$ cat src/rtl/rc5_enc_core_if.sv
// ---------------------------------------------------------------------------
// rc5_enc_core_if : handshake / bus bundle for the RC5-16/R engine.
//
// Signals (named from the core's point of view):
//   s_we_i, s_addr_i, s_data_i     S-table write port
//   in_valid_i, in_ready_o,
//   in_data_i                      plaintext/ciphertext block in ({B,A})
//   out_valid_o, out_ready_i,
//   out_data_o                     result block out ({B,A})
//   busy_o                         engine not idle
//   mode_i                         0=encrypt, 1=decrypt (only with RC5_DECRYPT_EN)
//
// Modports: master drives the core, slave is the core itself.
// Optional macro: RC5_DECRYPT_EN adds mode_i.
// ---------------------------------------------------------------------------
interface rc5_enc_core_if #(
    parameter int W = 16,
    parameter int R = 12
);
    localparam int AW = $clog2(2*R + 2);

    logic          s_we_i;
    logic [AW-1:0] s_addr_i;
    logic [W-1:0]  s_data_i;
    logic          in_valid_i;
    logic          in_ready_o;
    logic [2*W-1:0] in_data_i;
    logic          out_valid_o;
    logic          out_ready_i;
    logic [2*W-1:0] out_data_o;
    logic          busy_o;
`ifdef RC5_DECRYPT_EN
    logic          mode_i;

    modport master (
        output s_we_i, s_addr_i, s_data_i, in_valid_i, in_data_i, out_ready_i, mode_i,
        input  in_ready_o, out_valid_o, out_data_o, busy_o
    );

    modport slave (
        input  s_we_i, s_addr_i, s_data_i, in_valid_i, in_data_i, out_ready_i, mode_i,
        output in_ready_o, out_valid_o, out_data_o, busy_o
    );
`else
    modport master (
        output s_we_i, s_addr_i, s_data_i, in_valid_i, in_data_i, out_ready_i,
        input  in_ready_o, out_valid_o, out_data_o, busy_o
    );

    modport slave (
        input  s_we_i, s_addr_i, s_data_i, in_valid_i, in_data_i, out_ready_i,
        output in_ready_o, out_valid_o, out_data_o, busy_o
    );
`endif
endinterface

$ cat src/rtl/rc5_enc_core.sv
// ---------------------------------------------------------------------------
// rc5_enc_core : iterative RC5-16/R block cipher, one half-round per cycle.
//
// Contains rotl16, the 16-bit left-rotate stage (amount not reduced mod 16),
// and the engine itself, which uses two rotl16 instances.
//
// Ports of rc5_enc_core:
//   clk_i   rising-edge clock
//   rst_ni  asynchronous active-low reset
//   bus     rc5_enc_core_if.slave (S-table writes, in/out handshakes, busy)
//
// Optional macro: RC5_DECRYPT_EN adds decryption selected by bus.mode_i.
// ---------------------------------------------------------------------------
module rotl16 (
    input  logic [15:0] data_i,
    input  logic [15:0] n_i,
    output logic [15:0] data_o
);
    // Rotating the doubled word keeps amounts 0..16 exact; larger amounts
    // are not folded back, which the caller must respect.
    assign data_o = 16'(({data_i, data_i} << n_i) >> 16);
endmodule

module rc5_enc_core #(
    parameter int W = 16,
    parameter int R = 12
) (
    input logic           clk_i,
    input logic           rst_ni,
    rc5_enc_core_if.slave bus
);
    localparam int          DEPTH   = 2*R + 2;
    localparam int          AW      = $clog2(DEPTH);
    localparam logic [AW:0] DEPTH_L = (AW+1)'(DEPTH);
    localparam logic [7:0]  R_L     = 8'(R);

    typedef enum logic [2:0] {
        IDLE, PRE, RND, DONE
`ifdef RC5_DECRYPT_EN
        , POST
`endif
    } state_t;

    state_t         state_q;
    logic [W-1:0]   a_q, b_q, a_d, b_d;
    logic [7:0]     round_q;
    logic           half_q;
    logic           inReady_q, outValid_q, busy_q;
`ifdef RC5_DECRYPT_EN
    logic           mode_q;
`endif
    logic [W-1:0]   sTable [0:DEPTH-1];

    logic [AW-1:0]  idxEven, idxOdd;
    logic [W-1:0]   sEven, sOdd;
    logic [W-1:0]   rot0In, rot0N, rot0Out, rot1In, rot1N, rot1Out;
    logic           accept;

    assign accept  = inReady_q && bus.in_valid_i;
    assign idxEven = AW'({round_q, 1'b0});
    assign idxOdd  = AW'({round_q, 1'b1});
    assign sEven   = sTable[idxEven];
    assign sOdd    = sTable[idxOdd];

    // Key table: writable only while idle, out-of-range indices dropped.
    // Not reset, so it survives an abort.
    always_ff @(posedge clk_i) begin
        if (bus.s_we_i && state_q == IDLE && ({1'b0, bus.s_addr_i} < DEPTH_L))
            sTable[bus.s_addr_i] <= bus.s_data_i;
    end

    // Rotator inputs. Only the low 4 bits of the amount word are used; a
    // right rotate by n is a left rotate by 16-n (16 acts as identity).
    always_comb begin
        rot0In = a_q ^ b_q;
        rot0N  = {{(W-4){1'b0}}, b_q[3:0]};
        rot1In = b_q ^ a_q;
        rot1N  = {{(W-4){1'b0}}, a_q[3:0]};
`ifdef RC5_DECRYPT_EN
        if (mode_q) begin
            rot0In = b_q - sOdd;
            rot0N  = W'(16) - {{(W-4){1'b0}}, a_q[3:0]};
            rot1In = a_q - sEven;
            rot1N  = W'(16) - {{(W-4){1'b0}}, b_q[3:0]};
        end
`endif
    end

    rotl16 uRot0 (.data_i(rot0In), .n_i(rot0N), .data_o(rot0Out));
    rotl16 uRot1 (.data_i(rot1In), .n_i(rot1N), .data_o(rot1Out));

    // Next A/B for every state; the FSM simply registers them.
    always_comb begin
        a_d = a_q;
        b_d = b_q;
        case (state_q)
            IDLE: if (accept) begin
                a_d = bus.in_data_i[W-1:0];
                b_d = bus.in_data_i[2*W-1:W];
            end
            PRE: begin
                a_d = a_q + sTable[0];
                b_d = b_q + sTable[1];
            end
            RND: begin
`ifdef RC5_DECRYPT_EN
                if (mode_q) begin
                    if (!half_q) b_d = rot0Out ^ a_q;
                    else         a_d = rot1Out ^ b_q;
                end else
`endif
                begin
                    if (!half_q) a_d = rot0Out + sEven;
                    else         b_d = rot1Out + sOdd;
                end
            end
`ifdef RC5_DECRYPT_EN
            POST: begin
                a_d = a_q - sTable[0];
                b_d = b_q - sTable[1];
            end
`endif
            default: ;
        endcase
    end

    // Control FSM with registered handshake outputs.
    always_ff @(posedge clk_i or negedge rst_ni) begin
        if (!rst_ni) begin
            state_q    <= IDLE;
            a_q        <= '0;
            b_q        <= '0;
            round_q    <= '0;
            half_q     <= 1'b0;
            inReady_q  <= 1'b1;
            outValid_q <= 1'b0;
            busy_q     <= 1'b0;
`ifdef RC5_DECRYPT_EN
            mode_q     <= 1'b0;
`endif
        end else begin
            a_q <= a_d;
            b_q <= b_d;
            case (state_q)
                IDLE: if (accept) begin
                    half_q    <= 1'b0;
                    inReady_q <= 1'b0;
                    busy_q    <= 1'b1;
`ifdef RC5_DECRYPT_EN
                    mode_q    <= bus.mode_i;
                    if (bus.mode_i) begin
                        round_q <= R_L;
                        state_q <= RND;
                    end else
`endif
                    begin
                        round_q <= 8'd1;
                        state_q <= PRE;
                    end
                end
                PRE: state_q <= RND;
                RND: begin
                    half_q <= ~half_q;
                    if (half_q) begin
`ifdef RC5_DECRYPT_EN
                        if (mode_q) begin
                            if (round_q == 8'd1) state_q <= POST;
                            else                 round_q <= round_q - 8'd1;
                        end else
`endif
                        if (round_q == R_L) begin
                            state_q    <= DONE;
                            outValid_q <= 1'b1;
                        end else begin
                            round_q <= round_q + 8'd1;
                        end
                    end
                end
`ifdef RC5_DECRYPT_EN
                POST: begin
                    state_q    <= DONE;
                    outValid_q <= 1'b1;
                end
`endif
                DONE: if (bus.out_ready_i) begin
                    state_q    <= IDLE;
                    outValid_q <= 1'b0;
                    inReady_q  <= 1'b1;
                    busy_q     <= 1'b0;
                end
                default: state_q <= IDLE;
            endcase
        end
    end

    assign bus.in_ready_o  = inReady_q;
    assign bus.out_valid_o = outValid_q;
    assign bus.out_data_o  = {b_q, a_q};
    assign bus.busy_o      = busy_q;
endmodule

$ cat src/flat_wrapper.sv
// flat-port wrapper written by rule: the top's interface ports become plain ports
module rc5_enc_core_flat 
#(
    parameter int W = 16,
    parameter int R = 12
)
  (clk_i, rst_ni, bus_s_we_i, bus_s_addr_i, bus_s_data_i, bus_in_valid_i, bus_in_data_i, bus_out_ready_i, bus_in_ready_o, bus_out_valid_o, bus_out_data_o, bus_busy_o);
  rc5_enc_core_if #(.W(W), .R(R)) bus_i ();
  input logic clk_i;
  input logic rst_ni;
  input wire logic [$bits(bus_i.s_we_i)-1:0] bus_s_we_i;
  input wire logic [$bits(bus_i.s_addr_i)-1:0] bus_s_addr_i;
  input wire logic [$bits(bus_i.s_data_i)-1:0] bus_s_data_i;
  input wire logic [$bits(bus_i.in_valid_i)-1:0] bus_in_valid_i;
  input wire logic [$bits(bus_i.in_data_i)-1:0] bus_in_data_i;
  input wire logic [$bits(bus_i.out_ready_i)-1:0] bus_out_ready_i;
  output wire logic [$bits(bus_i.in_ready_o)-1:0] bus_in_ready_o;
  output wire logic [$bits(bus_i.out_valid_o)-1:0] bus_out_valid_o;
  output wire logic [$bits(bus_i.out_data_o)-1:0] bus_out_data_o;
  output wire logic [$bits(bus_i.busy_o)-1:0] bus_busy_o;
  assign bus_i.s_we_i = bus_s_we_i;
  assign bus_i.s_addr_i = bus_s_addr_i;
  assign bus_i.s_data_i = bus_s_data_i;
  assign bus_i.in_valid_i = bus_in_valid_i;
  assign bus_i.in_data_i = bus_in_data_i;
  assign bus_i.out_ready_i = bus_out_ready_i;
  assign bus_in_ready_o = bus_i.in_ready_o;
  assign bus_out_valid_o = bus_i.out_valid_o;
  assign bus_out_data_o = bus_i.out_data_o;
  assign bus_busy_o = bus_i.busy_o;
  rc5_enc_core #(.W(W), .R(R)) u_core (.clk_i(clk_i), .rst_ni(rst_ni), .bus(bus_i));
endmodule
$ cat config.mk
export PLATFORM = sky130hd
export DESIGN_NAME = rc5_enc_core_flat
export DESIGN_NICKNAME = d
export VERILOG_FILES = /design/src/rtl/rc5_enc_core_if.sv /design/src/rtl/rc5_enc_core.sv /design/src/flat_wrapper.sv
export SDC_FILE = /design/constraint.sdc
export NUM_CORES = 1
export LEC_CHECK = 0
export BUFFER_PORTS_ARGS = -buffer_cell sky130_fd_sc_hd__buf_2
export CAP_MARGIN = 20
export CORE_ASPECT_RATIO = 1.4
export CORE_MARGIN = 10
export CORE_UTILIZATION = 55
export CTS_CLUSTER_SIZE = 24
export DETAILED_ROUTE_END_ITERATION = 16
export GPL_TIMING_DRIVEN = 0
export PLACE_DENSITY = 0.84
export RECOVER_POWER = 50
export SYNTH_ARGS = -nofsm -noshare
export SYNTH_HDL_FRONTEND = slang
export SYNTH_SLANG_ARGS = --single-unit
$ cat constraint.sdc
create_clock -name clk_i -period 5.6 [get_ports clk_i]
set_clock_uncertainty 0.15 [all_clocks]
set_input_delay 0.56 -clock clk_i [delete_from_list [all_inputs] [get_ports clk_i]]
set_output_delay 0.56 -clock clk_i [all_outputs]
set_load 0.005 [all_outputs]
# == Word level (Yosys, flattened, before mapping) ==
# Memory sizes are Yosys's and may differ from the RTL's.
# Cells that the tools add are included.
# op_classes
n_addsub,5
magnitude_cmp,1
n_eq_ne,10
n_shift,2
n_mux,27
bitwise,2
reduce_logical,15
# ops
op,n
one-hot mux 16 bit (3 select lines),2
adder 16 bit,4
two-way mux 16 bit,4
left shift 32 x 4 -> 32 bit,2
two-way mux 8 bit,3
one-hot mux 8 bit (2 select lines),1
bitwise XOR 16 bit,1
two-way mux 3 bit,4
one-hot mux 3 bit (4 select lines),1
AND reduction 4 bit,3
AND reduction 3 bit,3
adder 8 x 1 -> 8 bit (second input constant),1
== test 8 x 4 -> 1 bit (second input constant),1
two-way mux 1 bit,8
one-hot mux 1 bit (2 select lines),4
== test 3 x 2 -> 1 bit (second input constant),2
!= test 2 x 1 -> 1 bit (second input constant),3
!= test 2 bit (second input constant),3
nonzero test 2 bit,3
less-than comparator 5 bit (second input constant),1
== test 3 x 1 -> 1 bit (second input constant),1
logical AND 1 bit,3
logical NOT 3 bit,1
nonzero test 3 bit,1
other kinds (2),2
# word_totals
regBits,47
ram_bits,416
inputBits,58
word_cells,71
mem_count,1
# mem_list
memory,depth,width,read_ports,rd_clocked_by_memory_dff,wr,line_no,source
u_core.sTable,26,16,4,0,1,rc5_enc_core.sv:52,logic [W-1:0] sTable [0:DEPTH-1];

# == Longest topological paths before layout ==
# logic_depth
depth_word,5
depth_mapped,19

# == Cells and area by module ==
# A second synthesis with hierarchy kept.
# hier_totals
cells_unflattened,1671
area_unflattened_um2,23765.3
# modules_own_cells
mod,instances,cells_per_inst,area_each_um2
rc5_enc_core,1,1357,21257.9
rotl16,2,157,1253.7

# == Worst setup path before layout ==
# No wires, ideal clock.
# synth_timing
path_type,register to register
startpoint,register u_core.round_q[0]
endpoint,register u_core.a_q[10]
setup_time_ps,131
arrival_time_ps,4332
setup_slack_ps,987
stages_incl_launch_ff,16
n_path_buf,3
period_less_slack_ps,4613
cell_sequence,dfrtp_1 -> buf_2 -> buf_1 -> buf_2 -> mux4_2 -> mux4_2 -> ha_1 -> fa_1 -> a211oi_1 -> o21ai_0 -> a21oi_1 -> o21ai_0 -> a21oi_1 -> xnor2_1 -> a221oi_1 -> nor3_1
# synth_between
elab_chain_cells,4
# synth_rtl
item,line_no,source
"start, declared",rc5_enc_core.sv:46,logic [7:0] round_q;
"start signal, assigned",rc5_enc_core.sv:175,round_q <= round_q + 8'd1;
memory (26 x 16 bit),-,
adder 16 bit,rc5_enc_core.sv:113,if (!half_q) a_d = rot0Out + sEven;
two-way mux 16 bit,rc5_enc_core.sv:113,
one-hot mux 16 bit (3 select lines),rc5_enc_core.sv:96,case (state_q)
"end signal, assigned",rc5_enc_core.sv:131,a_q <= '0;
"end signal, assigned",rc5_enc_core.sv:142,a_q <= a_d;
"end, declared",rc5_enc_core.sv:45,"logic [W-1:0] a_q, b_q, a_d, b_d;"
# No other way between the ends. The select of a mux whose other input is x is not followed.
# A chain may end at the register's enable or synchronous reset.

# == Worst setup path after layout ==
# Ends and elaborated chain as after synthesis.

==> impl_results.md <==
- Yosys Warn Count: 0
- GP Congestion: 0.9725
- DR WL/cell: 29.62 um
- Seq/Total Area, Yosys: 60.87%
- Core area: 40280 um2
- Mux cell area share after synthesis: 17.68%
- Via Count: 14250
- Status: complete, but fails checks
- Worst rel slew slack: -48.06%
- DR vias/cell: 6.605
- Setup CP Type: flip-flop to flip-flop
- First-pass GRT wire length: 94500 um
- Final Util: 61.98%
- Io pins: 93
- Synth Area in XOR/XNOR: 2.540%
- First-pass DRT Iterations: 5
- Initial drt markers: 1489
- Crit share post-route: 95.64%
- Area share of fa/ha/maj cells after synthesis: 4.041%
- Post-Syn Area: 22420 um2
- Crit path max fanout: 10
- Die area: 49340 um2
- WL final: 63890 um
- Slew Viols, Final: 62
- Static leakage: 8.540 nW
- Compound-Gate Fraction of Synth Area: 7.497%
- Hold WC Path Type: primary input to flip-flop
- Synthesized flop and latch total: 462
- Clock net sink count: 462
- Max Cap Viol: 2
- Main combinational cell family by area after synthesis: multiplexers
- Vias in the first global route: 14450
- CP Launch Point: u_core.round_q[0]$_DFFE_PN0P_
- Failing checks: capacitance limit, slew limit
- Final hold violation count: 0
- Remaining global-route overflow: 0
- Largest net degree at the start of global routing: 35
- Post-synthesis simple-gate area fraction: 5.610%
- Max Root-Sink Buffers: 3
- Fin crit period: 5.356 ns
- # rows: 87
- Chip width: 190.6 um
- Hold_ws: 0.1475 ns
- Pwr/cell area: 643.5 nW/um2
- Ys async rst share: 9.957%
- PortBufs: 92
- Startpoint type of the worst setup path: flip-flop
- Worst setup EP type: flip-flop
- Final setup violation count: 0
- Area delta synth->final: 11.36%
- TritonCTS Buffers: 41
- Setup Fix Bufs, Post-CTS: 0
- Max Clock Freq: 186.7 MHz
- Initial Util: 55.65%
- Clk_lat worst skew: 0.56 ns
- Worst Path Arrival: 5.63 ns
- Dpl ws: -0.08816 ns
- Main synth FF type: edfxtp_1
- VDD IR max: 0.3395 mV
- Post-Syn Instances: 1450
- Detailed placement HPWL: 45230 um
- Worst r2r src: u_core.round_q[0]$_DFFE_PN0P_
- Number of library cell types mapped by synthesis: 58
- Min-Delay Startpoint: bus_in_data_i[4]
- Post-layout nets: 1719
- DR DRC count: 0
- CTS tree: done
- CTS Root Cell: clkbuf_16
- Syn Area/Cell: 15.46 um2
- Crit path required time: 5.88 ns
- Antenna-violating nets left: 0
- CTS H-tree depth: 2
- Antenna violations before repair: 3
- Clock-pin slew on the worst setup and hold paths: 0.07 ns
- Die Ht: 258.9 um
- Fin worst setup slack: 0.2441 ns
- GR Util All Layers: 25.76%
- Actual slew at the worst max-slew pin: 2.221 ns
- Layout cell share with drive strength beyond 1: 20.65%
- Number of flops mapped to enable cells by yosys: 416
- Synth Net Count: 1578
synth_stat cells, types with 15 or more instances:
cell type	number	area share, %
o31ai_1	15	0.50
dfrtp_1	45	5.0
mux2i_1	54	2.4
nand2_1	89	1.5
edfxtp_1	416	56
clkbuf_1	45	0.75
inv_1	24	0.40
nor2_1	95	1.6
o21ai_0	77	1.7
mux4_2	142	14
nor3_1	16	0.36
a21oi_1	57	1.3
a221oi_1	22	0.86
a21o_1	18	0.60
a211oi_1	15	0.50
ha_1	66	3.7
xor2_1	19	0.74
mux2_2	20	1.0
xnor2_1	46	1.8
cell families after synthesis:
kind of cell / after synthesis
flip-flops: 462
AND/OR/NAND/NOR: 277
AO/OA/AOI/OAI: 262
multiplexers: 216
buffers and inverters: 98
adder cells (fa/ha/maj): 70
XOR/XNOR: 65
flip-flops by register name, indices dropped and copies added, names as in the netlist:
name                    cells
u_core.bus.busy_o           1
u_core.half_q               1
u_core.bus.out_valid_o      1
u_core.a_q                 16
u_core.sTable             416
u_core.b_q                 16
u_core.round_q              8
u_core.bus.in_ready_o       1
u_core.state_q              2
worst paths after layout:
| check | to | slack (ns) | cells after the start |
|---|---|---|---|
| min in group asynchronous | u_core.bus.busy_o$_DFFE_PN0P_ | 0.40 | 2 |
| max in group asynchronous | u_core.a_q[5]$_DFFE_PN0P_ | 2.37 | 3 |
| hold reg to reg | u_core.bus.out_valid_o$_DFFE_PN0P_ | 0.38 | 1 |
| setup / recovery | u_core.a_q[10]$_DFFE_PN0P_ | 0.24 | 15 |
| hold / removal | u_core.a_q[4]$_DFFE_PN0P_ | 0.15 | 3 |
| setup reg to reg | u_core.a_q[10]$_DFFE_PN0P_ | 0.24 | 15 |
area by class of cell:
type | count | area [um2]
Sequential cell | 462 | 13640
Buffer | 72 | 317.8
Timing Repair Buffer | 99 | 478.0
Clock inverter | 20 | 230.2
Inverter | 25 | 93.84
Clock buffer | 54 | 1096
Tap cell | 534 | 668.1
Fill cell | 2831 | 15310
Multi-Input combinational cell | 890 | 8432
Antenna cell | 1 | 2.502
worst max-delay path, cell delays in order, from the launching register on:
cell      delay [ns]
dfrtp_1         0.36
clkbuf_4        0.28
clkbuf_4        0.32
clkbuf_4        0.33
mux4_2          0.56
mux4_2          0.53
ha_1            0.32
fa_1            0.50
a211oi_1        0.40
o21ai_0         0.22
a21oi_1         0.23
o21ai_0         0.22
a21oi_1         0.24
xnor2_1         0.12
a221oi_1        0.32
nor3_1          0.10
metrics by stage:
| stage | std cells | total power, mW | TNS [ns] | cell area [um2] |
|---|---|---|---|---|
| floorplan | 1450 | 10.47 | 0 | 22420 |
| CTS | 2157 | 15.90 | 0 | 25010 |
| detailed placement | 2082 | 13.02 | -0.1699 | 23660 |
| global route | 2157 | 16.93 | -0.001755 | 24960 |
| global placement | 2076 | 12.87 | -0.1628 | 23540 |
| finish | 2157 | 16.06 | 0 | 24960 |
repair_timing:
action,4_1_cts,5_1_grt
hold buffers,1,0
resized for setup,4,17
hold endpoints to repair,11,0
setup endpoints to repair,2,12
report_power, final:
group | internal, mW | switching (mW) | leakage (nW)
combinational | 3.59 | 5.41 | 3.60
sequential | 3.95 | 0.287 | 4.30
clock | 1.58 | 1.25 | 0.636
total | 9.12 | 6.94 | 8.54
placed cells by master (no fill, tap or decap), types with 22 or more instances in the layout:
cell,netlist,layout
nor2_1,95,73
a221oi_1,22,22
clkbuf_16,0,42
mux4_2,142,142
a21oi_1,57,57
inv_1,24,24
mux2i_1,54,54
clkbuf_1,45,83
ha_1,66,66
nand2_1,89,89
nor2_2,0,22
edfxtp_1,416,416
o21ai_0,77,77
xnor2_1,46,46
buf_2,12,68
dfrtp_1,45,45
routing by layer:
metal / GRT usage (%) / vias to the layer above / wire length [um]
met5: 0 / - / 7
met4: 13.63 / 2 / 3737
met3: 4.005 / 169 / 4447
met2: 44.30 / 768 / 32640
met1: 30.63 / 7242 / 23050
li1: - / 6066 / -
Power figures use the tool's default switching activity.
